## src/rtl/twenty_bit_serial_subtractor.sv

```systemverilog
// Digit-serial subtractor: d = a - b over WIDTH bits, DIGIT bits per clock, LSB first.
// Optional zero/ovf flag outputs are enabled by defining SUB_FLAGS_EN.
module twenty_bit_serial_subtractor #(
    parameter int WIDTH = 20,
    parameter int DIGIT = 4
) (
    input  logic             clk,
    input  logic             rst_n,
    input  logic             start,
    input  logic [WIDTH-1:0] a,
    input  logic [WIDTH-1:0] b,
    output logic             ready,
    output logic             done,
    output logic [WIDTH-1:0] d,
    output logic             bout
`ifdef SUB_FLAGS_EN
    ,
    output logic             zero,
    output logic             ovf
`endif
);

    localparam int NSTEP = WIDTH / DIGIT;
    localparam int SW    = (NSTEP > 1) ? $clog2(NSTEP) : 1;

    typedef enum logic [0:0] {
        S_IDLE = 1'b0,
        S_RUN  = 1'b1
    } state_t;

    state_t           r_state;
    state_t           w_state_nxt;
    logic [WIDTH-1:0] r_a;
    logic [WIDTH-1:0] r_b;
    logic [WIDTH-1:0] r_acc;
    logic             r_borrow;
    logic [SW-1:0]    r_step;
    logic             r_ready;
    logic             r_done;
    logic [WIDTH-1:0] r_d;
    logic             r_bout;
    logic             w_accept;
    logic             w_last;
    logic             w_finish;
    logic [DIGIT:0]   w_slice;
    logic [WIDTH-1:0] w_acc_nxt;

`ifdef SUB_FLAGS_EN
    logic             r_a_msb;
    logic             r_b_msb;
    logic             r_zero;
    logic             r_ovf;

    // Signed overflow of a - b from the operand sign bits and the result sign bit.
    function automatic logic f_sub_ovf(input logic a_msb, input logic b_msb, input logic d_msb);
        return (a_msb != b_msb) && (d_msb != a_msb);
    endfunction
`endif

    // Only a DIGIT-wide borrow chain: the extra MSB of the slice is the borrow out.
    assign w_slice   = {1'b0, r_a[DIGIT-1:0]} - {1'b0, r_b[DIGIT-1:0]} - {{DIGIT{1'b0}}, r_borrow};
    assign w_acc_nxt = {w_slice[DIGIT-1:0], r_acc[WIDTH-1:DIGIT]};
    assign w_accept  = (r_state == S_IDLE) && start;
    assign w_last    = (r_step == SW'(NSTEP - 1));
    assign w_finish  = (r_state == S_RUN) && w_last;

    // FSM state register.
    always_ff @(posedge clk or negedge rst_n) begin
        if (!rst_n) begin
            r_state <= S_IDLE;
        end else begin
            r_state <= w_state_nxt;
        end
    end

    // Next-state logic: one RUN pass of NSTEP steps per accepted start.
    always_comb begin
        w_state_nxt = r_state;
        case (r_state)
            S_IDLE: begin
                if (start) begin
                    w_state_nxt = S_RUN;
                end else begin
                    w_state_nxt = S_IDLE;
                end
            end
            S_RUN: begin
                if (w_last) begin
                    w_state_nxt = S_IDLE;
                end else begin
                    w_state_nxt = S_RUN;
                end
            end
            default: w_state_nxt = S_IDLE;
        endcase
    end

    // Operand shift registers, borrow, step counter and result accumulator.
    always_ff @(posedge clk or negedge rst_n) begin
        if (!rst_n) begin
            r_a      <= {WIDTH{1'b0}};
            r_b      <= {WIDTH{1'b0}};
            r_acc    <= {WIDTH{1'b0}};
            r_borrow <= 1'b0;
            r_step   <= {SW{1'b0}};
        end else if (w_accept) begin
            r_a      <= a;
            r_b      <= b;
            r_acc    <= {WIDTH{1'b0}};
            r_borrow <= 1'b0;
            r_step   <= {SW{1'b0}};
        end else if (r_state == S_RUN) begin
            r_a      <= {{DIGIT{1'b0}}, r_a[WIDTH-1:DIGIT]};
            r_b      <= {{DIGIT{1'b0}}, r_b[WIDTH-1:DIGIT]};
            r_acc    <= w_acc_nxt;
            r_borrow <= w_slice[DIGIT];
            r_step   <= r_step + SW'(1);
        end else begin
            r_a      <= r_a;
            r_b      <= r_b;
            r_acc    <= r_acc;
            r_borrow <= r_borrow;
            r_step   <= r_step;
        end
    end

    // Handshake outputs; ready tracks the state the FSM is about to enter.
    always_ff @(posedge clk or negedge rst_n) begin
        if (!rst_n) begin
            r_ready <= 1'b1;
            r_done  <= 1'b0;
        end else begin
            r_ready <= (w_state_nxt == S_IDLE);
            r_done  <= w_finish;
        end
    end

    // Result registers change only when the last step completes.
    always_ff @(posedge clk or negedge rst_n) begin
        if (!rst_n) begin
            r_d    <= {WIDTH{1'b0}};
            r_bout <= 1'b0;
        end else if (w_finish) begin
            r_d    <= w_acc_nxt;
            r_bout <= w_slice[DIGIT];
        end else begin
            r_d    <= r_d;
            r_bout <= r_bout;
        end
    end

`ifdef SUB_FLAGS_EN
    // Operand signs are kept because the shift registers lose them during RUN.
    always_ff @(posedge clk or negedge rst_n) begin
        if (!rst_n) begin
            r_a_msb <= 1'b0;
            r_b_msb <= 1'b0;
            r_zero  <= 1'b0;
            r_ovf   <= 1'b0;
        end else if (w_accept) begin
            r_a_msb <= a[WIDTH-1];
            r_b_msb <= b[WIDTH-1];
            r_zero  <= r_zero;
            r_ovf   <= r_ovf;
        end else if (w_finish) begin
            r_a_msb <= r_a_msb;
            r_b_msb <= r_b_msb;
            r_zero  <= (w_acc_nxt == {WIDTH{1'b0}});
            r_ovf   <= f_sub_ovf(r_a_msb, r_b_msb, w_acc_nxt[WIDTH-1]);
        end else begin
            r_a_msb <= r_a_msb;
            r_b_msb <= r_b_msb;
            r_zero  <= r_zero;
            r_ovf   <= r_ovf;
        end
    end

    assign zero = r_zero;
    assign ovf  = r_ovf;
`endif

    assign ready = r_ready;
    assign done  = r_done;
    assign d     = r_d;
    assign bout  = r_bout;

endmodule

```

## config.mk

```make
export PLATFORM = sky130hd
export DESIGN_NAME = twenty_bit_serial_subtractor
export DESIGN_NICKNAME = d
export VERILOG_FILES = /design/src/rtl/twenty_bit_serial_subtractor.sv
export SDC_FILE = /design/constraint.sdc
export NUM_CORES = 1
export LEC_CHECK = 0
export ABC_AREA = 1
export BUFFER_PORTS_ARGS = -buffer_cell sky130_fd_sc_hd__buf_2
export CAP_MARGIN = 10
export CELL_PAD_IN_SITES_DETAIL_PLACEMENT = 1
export CELL_PAD_IN_SITES_GLOBAL_PLACEMENT = 1
export CORE_UTILIZATION = 38
export DETAILED_ROUTE_END_ITERATION = 12
export PLACE_DENSITY = 0.86
export SLEW_MARGIN = 10
export SYNTH_ARGS = -nofsm -noshare
export SYNTH_HDL_FRONTEND = slang
export SYNTH_SLANG_ARGS = --single-unit
```

## constraint.sdc

```tcl
create_clock -name clk -period 1.6 [get_ports clk]
set_input_delay 0.08 -clock clk [delete_from_list [all_inputs] [get_ports clk]]
set_output_delay 0.08 -clock clk [all_outputs]
set_load 0.01 [all_outputs]
```

==> out/qor.yml, run 1 <==
sta:
  finalHoldViolCount: 0
  max_freq_mhz: 612
  fin_hold_ws_ns: 0.0773
  finalWorstSetupSlack_ns: -0.0332
  maxSlewHeadroom_pct: 64.0
  min_period_ns: 1.63
  skew_ns: 0.00853
  setup_viol: 4
  post-route-period-util_pct: 102
  tightest_slew_ns: 0.540
  tns_ns: -0.0889
  rsz0062_at_grt: "true"
  slew_viol_final: 0
drt:
  wl_per_cell_um: 17.4
  viasPerCell: 5.10
  drt_wl_total_um: 10100
  post-route-drc-count: 13
  detail-route-antenna-nets: 0
  drt_iter0_markers: 73
  vias: 2967
  dr.pass1.iters: 8
placed_design:
  dp_hpwl_um: 6050
  gp_congestion: 0.799
  dp_slack_ns: -0.0872
  port_buffers: 65
  dpl.cell_count: 522
  dpl_cell_area_um2: 4000
worst_hold_path:
  min_path_type: "in -> reg"
die:
  io_pins: 66
  die_w_um: 97.8
  fp.dieH_um: 97.8
  core_um2: 8810
  fp.dieArea_um2: 9560
  initial_utilization_pct: 39.6
  rows: 34
setup_path:
  crit_fanout: 2
  critical_path_arrival_ns: 1.89
  critPathRequiredTime_ns: 1.86
  worst_setup_path_start_kind: "flip-flop"
  critical_path_class: "reg -> reg"
  end_kind: "flip-flop"
clocking:
  cts-root-buf: "clkbuf_8"
  clk_latency_ns: 0.36
  clkTransAtPathRegs_ns: 0.09
  cts_tree: "yes"
  cts-htree-levels: 3
  cts_made_buffers: 9
  clock_path_buffers: 2
  cts_sinks: 84
yosys:
  syn_area_per_cell_um2: 9.82
  syn_inst: 355
  netlist-cell-type-count: 24
  ys_warn_count: 0
  ys_seq_area_share_pct: 60.3
  yosys.area.top_type_share_pct: 59.6
  synth_area_leaders: "dfrtp_1 (60%), nand2_1 (11%), inv_1 (5.9%)"
  post-synth-top-area-cell: "dfrtp_1"
  synth_area_um2: 3490
  syn_nets: 406
  ys_seq_elements: 84
global_routing:
  antenna_found_initial: 1
  grt_first_pass_wirelength_um: 16400
  first_global_vias: 3374
  grt_overflow: 0
  grt_max_degree: 42
  grt_use_total_pct: 22.5
power_and_ir_drop:
  p_total_mw: 7.99
  ir_drop_mv: 0.613
  powerDensity_nw_per_um2: 1710
  p_leak_nw: 2.26
cells_and_area:
  stdcell_area_um2: 4660
  area_growth_pct: 33.8
  fin_cells: 582
  utilization_pct: 53.0
  nNetsFinal: 519
  fillers: 995
  drive_above_1_share_pct: 24.7
run_status:
  status: "finished with violations"
  violations: "design-rule violations, negative setup slack"
job:
  cap_violations: 0
[worst max-delay path, cell delays in order, from the launching register on]
cell,delay [ns]
dfrtp_1,0.42
fa_2,0.42
inv_2,0.07
fa_2,0.24
nand2_2,0.06
nand2_2,0.07
nand3_1,0.10
nand3_1,0.10
nand2_1,0.05
[flip-flops by register name, indices dropped and copies added (netlist names)]
name      flops
bout          1
d            20
done          1
r_a          20
r_acc        16
r_b          20
r_borrow      1
r_state       1
r_step        3
ready         1
[synth_stat cells, drive strengths merged]
master  count
xnor2       1
nand3      12
buf        18
o22ai      14
a22o        3
o221ai     15
ha          6
mux2i       1
inv        57
nor2        2
dfstp       1
fa          2
nand2     100
o211ai     12
o21ai      27
dfrtp      83
nand4       1
[path summary, 6_finish.rpt]
kind                        start       end  slack, ns  depth (start not counted)
min in group asynchronous   rst_n  r_acc[6]       0.24                          2
setup reg to reg           r_a[0]      bout      -0.03                          8
max in group asynchronous   rst_n    r_a[1]       0.71                          3
setup / recovery           r_a[0]      bout      -0.03                          8
hold reg to reg             d[12]     d[12]       0.49                          2
hold / removal              start   r_a[10]       0.08                          4
[layer usage]
layer | vias up | routed length (µm) | track usage, %
met3 | 22 | 350 | 5.44
met2 | 80 | 5590 | 42.1
li1 | 1381 | - | -
met5 | - | 0 | 0
met1 | 1484 | 3940 | 24.4
met4 | 0 | 241 | 9.09
[cells by family (layout without fill, tap and decap cells)]
group	count (synthesis)	after routing	share of synthesized area, %
AO/OA/AOI/OAI	71	71	13.5
XOR/XNOR	1	1	0.251
adder cells (fa/ha/maj)	8	8	3.30
buffers and inverters	75	193	8.83
flip-flops	84	84	60.3
multiplexers	1	1	0.287
other	0	1	0
AND/OR/NAND/NOR	115	115	13.5
[report_power, final]
part	internal (mW)	switching [mW]	total, mW
sequential	2.95	0.397	3.35
clock	0.616	0.807	1.42
combinational	1.33	1.89	3.22
[area by class of cell]
| type | count | area (µm²) | share of cell area, % |
|---|---|---|---|
| diodes | 1 | 2.50 | 0.0536 |
| multi-input cells | 196 | 1130 | 24.2 |
| clock buffers | 10 | 138 | 2.95 |
| repair buffers | 120 | 893 | 19.2 |
| well taps | 108 | 135 | 2.90 |
| clock inverters | 6 | 47.5 | 1.02 |
| inverters | 57 | 214 | 4.59 |
| flip-flops and latches | 84 | 2100 | 45.1 |
[placed cells by master (no fill, tap or decap), drive strengths merged, types with 2 or more instances in the layout]
cell and count:
o21ai 27, o221ai 15, dlygate4sd3 41, buf 79, ha 6, inv 59
o22ai 14, nand3 12, nand2 100, dfrtp 83, clkinvlp 4, a22o 3
clkbuf 10, o211ai 12, fa 2, nor2 2
[repair_timing]
item | in CTS | in global routing
endpoints found under the hold margin | 78 | 0
pin swaps | 2 | 6
hold buffers | 41 | 0
gates resized for setup | 5 | 11
buffers inserted | 1 | 1
setup endpoints to repair | 8 | 7
(Power assumes the default switching activity.)
==> run 2: changes to the inputs <==
==> config.mk (replaced) <==
export PLATFORM = sky130hd
export DESIGN_NAME = twenty_bit_serial_subtractor
export DESIGN_NICKNAME = d
export VERILOG_FILES = /design/src/rtl/twenty_bit_serial_subtractor.sv
export SDC_FILE = /design/constraint.sdc
export NUM_CORES = 1
export LEC_CHECK = 0
export ABC_AREA = 0
export BUFFER_PORTS_ARGS = -buffer_cell sky130_fd_sc_hd__buf_4
export CAP_MARGIN = 10
export CELL_PAD_IN_SITES_DETAIL_PLACEMENT = 1
export CELL_PAD_IN_SITES_GLOBAL_PLACEMENT = 1
export CORE_UTILIZATION = 40
export DETAILED_ROUTE_END_ITERATION = 12
export PLACE_DENSITY = 0.87
export SLEW_MARGIN = 20
export SYNTH_ARGS = -nofsm -noshare
export SYNTH_HDL_FRONTEND = slang
export SYNTH_SLANG_ARGS = --single-unit
==> run 2 against run 1 <==
Net effect:
- the run still ends with design-rule violations, negative setup slack left
- combinational power rose by 10%
- sequential share of layout area fell by 0.62 points
- global-route usage fell by 3.2 points
- area after synthesis rose by 4.9%
- setup slack got worse by 0.051 ns
==> out/qor.yml, run 2 <==
job:
  cap_violations: 0  # unchanged
setup_path:
  crit_buf_inv: 2  # was 1
  worst-path-stages: 7  # was 8
  critical_path_arrival_ns: 1.97  # was 1.89 ns
  end_kind: "flip-flop"  # unchanged
  cp_cell_sequence: "inv_2 -> fa_2 -> inv_2 -> fa_2 -> and3b_1 -> a2bb2oi_2 -> o21ai_1"  # was fa_2 -> inv_2 -> fa_2 -> nand2_2 -> nand2_2 -> nand3_1 -> nand3_1 -> nand2_1
  critPathTopFamily: "adder cells"  # unchanged
  crit_slowest_cell: "dfrtp_1"  # unchanged
  r2r_slack_ns: -0.08  # was -0.03 ns
  r2r_start: "r_b[0]"  # was r_a[0]
  critPathRequiredTime_ns: 1.88  # was 1.86 ns
  worst_setup_path_start_kind: "flip-flop"  # unchanged
  reg2reg_depth: 7  # was 8
  setup.worst_path.end: "bout"  # unchanged
  critical_path_class: "reg -> reg"  # unchanged
  r2r-end: "bout"  # unchanged
  critical_path.startpoint: "r_b[0]"  # was r_a[0]
  crit_fanout: 3  # was 2
  critical_path.max_stage_delay_ns: 0.39  # was 0.42 ns
die:
  core_um2: 8810  # unchanged
  rows: 34  # unchanged
  fp.dieH_um: 97.6  # was 97.8 µm
  fp.dieArea_um2: 9530  # was 9560 µm²
  initial_utilization_pct: 41.5  # was 39.6%
  io_pins: 66  # unchanged
  die_w_um: 97.6  # was 97.8 µm
global_routing:
  grt_max_degree: 40  # was 42
  grt_overflow: 0  # unchanged
  first_global_vias: 2871  # was 3374
  antenna_found_initial: 0  # was 1
  grt_use_met3_pct: 6.26  # was 5.44%
  grt_first_pass_wirelength_um: 14300  # was 16400 µm
  use_met1_pct: 21.7  # was 24.4%
  busiest_layer: "met2"  # unchanged
  grt_use_total_pct: 19.4  # was 22.5%
  grtUsageMet2_pct: 35.1  # was 42.1%
sta:
  rsz0062_at_grt: "true"  # unchanged
  max_freq_mhz: 594  # was 612 MHz
  finalWorstSetupSlack_ns: -0.0839  # was -0.0332 ns
  tightest_slew_ns: 0.361  # was 0.540 ns
  fin_hold_ws_ns: 0.00430  # was 0.0773 ns
  post-route-period-util_pct: 105  # was 102%
  finalHoldViolCount: 0  # unchanged
  skew_ns: 0.00773  # was 0.00853 ns
  slew_viol_final: 0  # unchanged
  maxSlewHeadroom_pct: 75.9  # was 64.0%
  min_period_ns: 1.68  # was 1.63 ns
  setup_viol: 6  # was 4
yosys:
  ys_seq_elements: 84  # unchanged
  syn_nets: 354  # was 406
  synth_edf_count: 0  # unchanged
  ys_warn_count: 0  # unchanged
  synth-main-ff-cell: "dfrtp_1"  # unchanged
  yosys.area.top_type_share_pct: 56.8  # was 59.6%
  synth_area_um2: 3660  # was 3490 µm²
  synth_area_leaders: "dfrtp_1 (57%), mux2i_1 (11%), o21ai_0 (5.3%)"  # was dfrtp_1 (60%), nand2_1 (11%), inv_1 (5.9%)
  synth_fa_ha_area_share_pct: 3.15  # was 3.30%
  synth_compound_gate_area_share_pct: 9.99  # was 13.5%
  netlist-cell-type-count: 26  # was 24
  synth_commonest_cells: "dfrtp_1 (83), nand2_1 (44), mux2i_1 (40), o21ai_0 (39), inv_1 (16)"  # was nand2_1 (99), dfrtp_1 (83), inv_1 (55), o21ai_1 (21)
  ys_async_sr_fraction_pct: 100  # unchanged
  synth_top_family_by_area: "multiplexers"  # was simple AND/OR/NAND/NOR gates
  synth_xor_area_share_pct: 0.479  # was 0.251%
  synth-simple-area-share_pct: 6.84  # was 13.5%
  ys_seq_area_share_pct: 57.5  # was 60.3%
  syn_area_per_cell_um2: 12.1  # was 9.82 µm²
  synthMuxAreaShare_pct: 17.4  # was 0.287%
  synth.most_common_cell: "dfrtp_1"  # was nand2_1
  post-synth-top-area-cell: "dfrtp_1"  # unchanged
  syn_inst: 303  # was 355
power_and_ir_drop:
  p_leak_nw: 2.37  # was 2.26 nW
  ir_drop_mv: 0.683  # was 0.613 mV
  powerDensity_nw_per_um2: 1820  # was 1710 nW/µm²
worst_hold_path:
  min_path_type: "in -> reg"  # unchanged
clocking:
  clk_latency_ns: 0.36  # about the same
  cts_tree: "yes"  # unchanged
  clkTransAtPathRegs_ns: 0.08  # was 0.09 ns
  cts-htree-levels: 3  # unchanged
  cts_made_buffers: 9  # unchanged
  clock_path_buffers: 2  # unchanged
  cts_sinks: 84  # unchanged
  cts-root-buf: "clkbuf_8"  # unchanged
cells_and_area:
  drive_above_1_share_pct: 33.1  # was 24.7%
  antennaDiodeCount: 0  # was 1
  nNetsFinal: 439  # was 519
  final_common_cell: "dfrtp_1"  # was nand2_1
  layout_common_cells: "dfrtp_1 (82), buf_4 (75), nand2_1 (43), mux2i_1 (40), o21ai_0 (35)"  # was nand2_1 (94), dfrtp_1 (83), buf_2 (64), inv_1 (52), dlygate4sd3_1 (41)
  area_growth_pct: 29.4  # was 33.8%
placed_design:
  dp_slack_ns: -0.192  # was -0.0872 ns
  gp_congestion: 0.776  # was 0.799
  dp_hpwl_um: 5740  # was 6050 µm
  port_buffers: 65  # unchanged
run_status:
  violations: "design-rule violations, negative setup slack"  # unchanged
  status: "finished with violations"  # unchanged
drt:
  post-route-drc-count: 12  # was 13
  vias: 2562  # was 2967
  detail-route-antenna-nets: 0  # unchanged
  wl_per_cell_um: 16.8  # was 17.4 µm
  viasPerCell: 5.11  # was 5.10
  dr.pass1.iters: 8  # unchanged
  drt_wl_total_um: 8410  # was 10100 µm
  drt_iter0_markers: 48  # was 73
run 2: changes by cell type after synthesis, sizes merged, moves of 14 or more:
cell / delta
mux2i: +39
nand2: -56
o221ai: -15
mux2: +17
o22ai: -14
inv: -41
run 2: layout make-up:
| class | instances | area, µm² |
|---|---|---|
| repair buffers | 92 | 763 |
| multi-input cells | 185 | 1480 |
| flip-flops and latches | 84 | 2100 |
| well taps | 108 | 135 |
| fillers | 935 | 4070 |
| clock buffers | 10 | 128 |
| clock inverters | 6 | 65.1 |
| inverters | 16 | 60.1 |
run 2: worst reg2reg max path: cells and delay by family (launching register included):
kind | cells | cell delay (ns)
compound gates | 2 | 0.31
fa+ha+maj | 2 | 0.59
buf+inv | 2 | 0.12
flops | 1 | 0.39
simple gates | 1 | 0.20
run 2: kinds of logic (layout without fill, tap and decap cells):
logic type,Yosys count,in the layout
flops,84,84
buf+inv,34,124
mux,57,57
xor+xnor,2,2
fa+ha+maj,8,8
compound gates,59,59
simple gates,59,59
run 2: stage by stage:
stage               instance area [µm²]  power [mW]  std cells  setup TNS [ns]  utilization, %
detailed placement                 4280        6.68        467          -0.555            48.6
floorplan                          3660        5.50        303               0               -
CTS                                4710        8.58        500          -0.502            53.5
finish                             4730        8.60        501          -0.411            53.7
global route                       4730        9.21        501          -0.766            53.7
global placement                   4280        6.39        467         -0.0973            48.6
run 2: how the worst min path moves through the flow:
stage | from | to | slack, ns | cells past startpoint
2_1_floorplan | rst_n | bout | -0.22 | 0
3_3_place_gp | rst_n | d[11] | 0.01 | 1
3_5_place_dp | rst_n | d[11] | 0.02 | 1
4_1_cts | a[2] | r_a[2] | 0.0007 | 3
5_1_grt | a[1] | r_a[1] | 0.0004 | 3
6_report | a[9] | r_a[9] | 0.004 | 3
run 2: repair_timing:
item | CTS | global route
gates resized for setup | 14 | 6
hold buffers | 14 | 0
buffers inserted | 3 | 1
setup endpoints to repair | 5 | 8
pin swaps | 5 | 5
hold endpoints to repair | 74 | 0
run 2: layer usage:
layer / vias to the layer above / wire, µm / share of wire (%)
met5: - / 0 / 0
met4: 0 / 93 / 1.1
met3: 10 / 416 / 4.9
met2: 65 / 4500 / 54
met1: 1281 / 3400 / 40
li1: 1206 / - / -
run 2: power by group:
part	leakage (nW)	total (mW)	internal (mW)	switching (mW)
Combinational	1.19	3.55	1.86	1.70
Clock	0.0962	1.48	0.721	0.762
Sequential	1.08	3.56	2.97	0.597
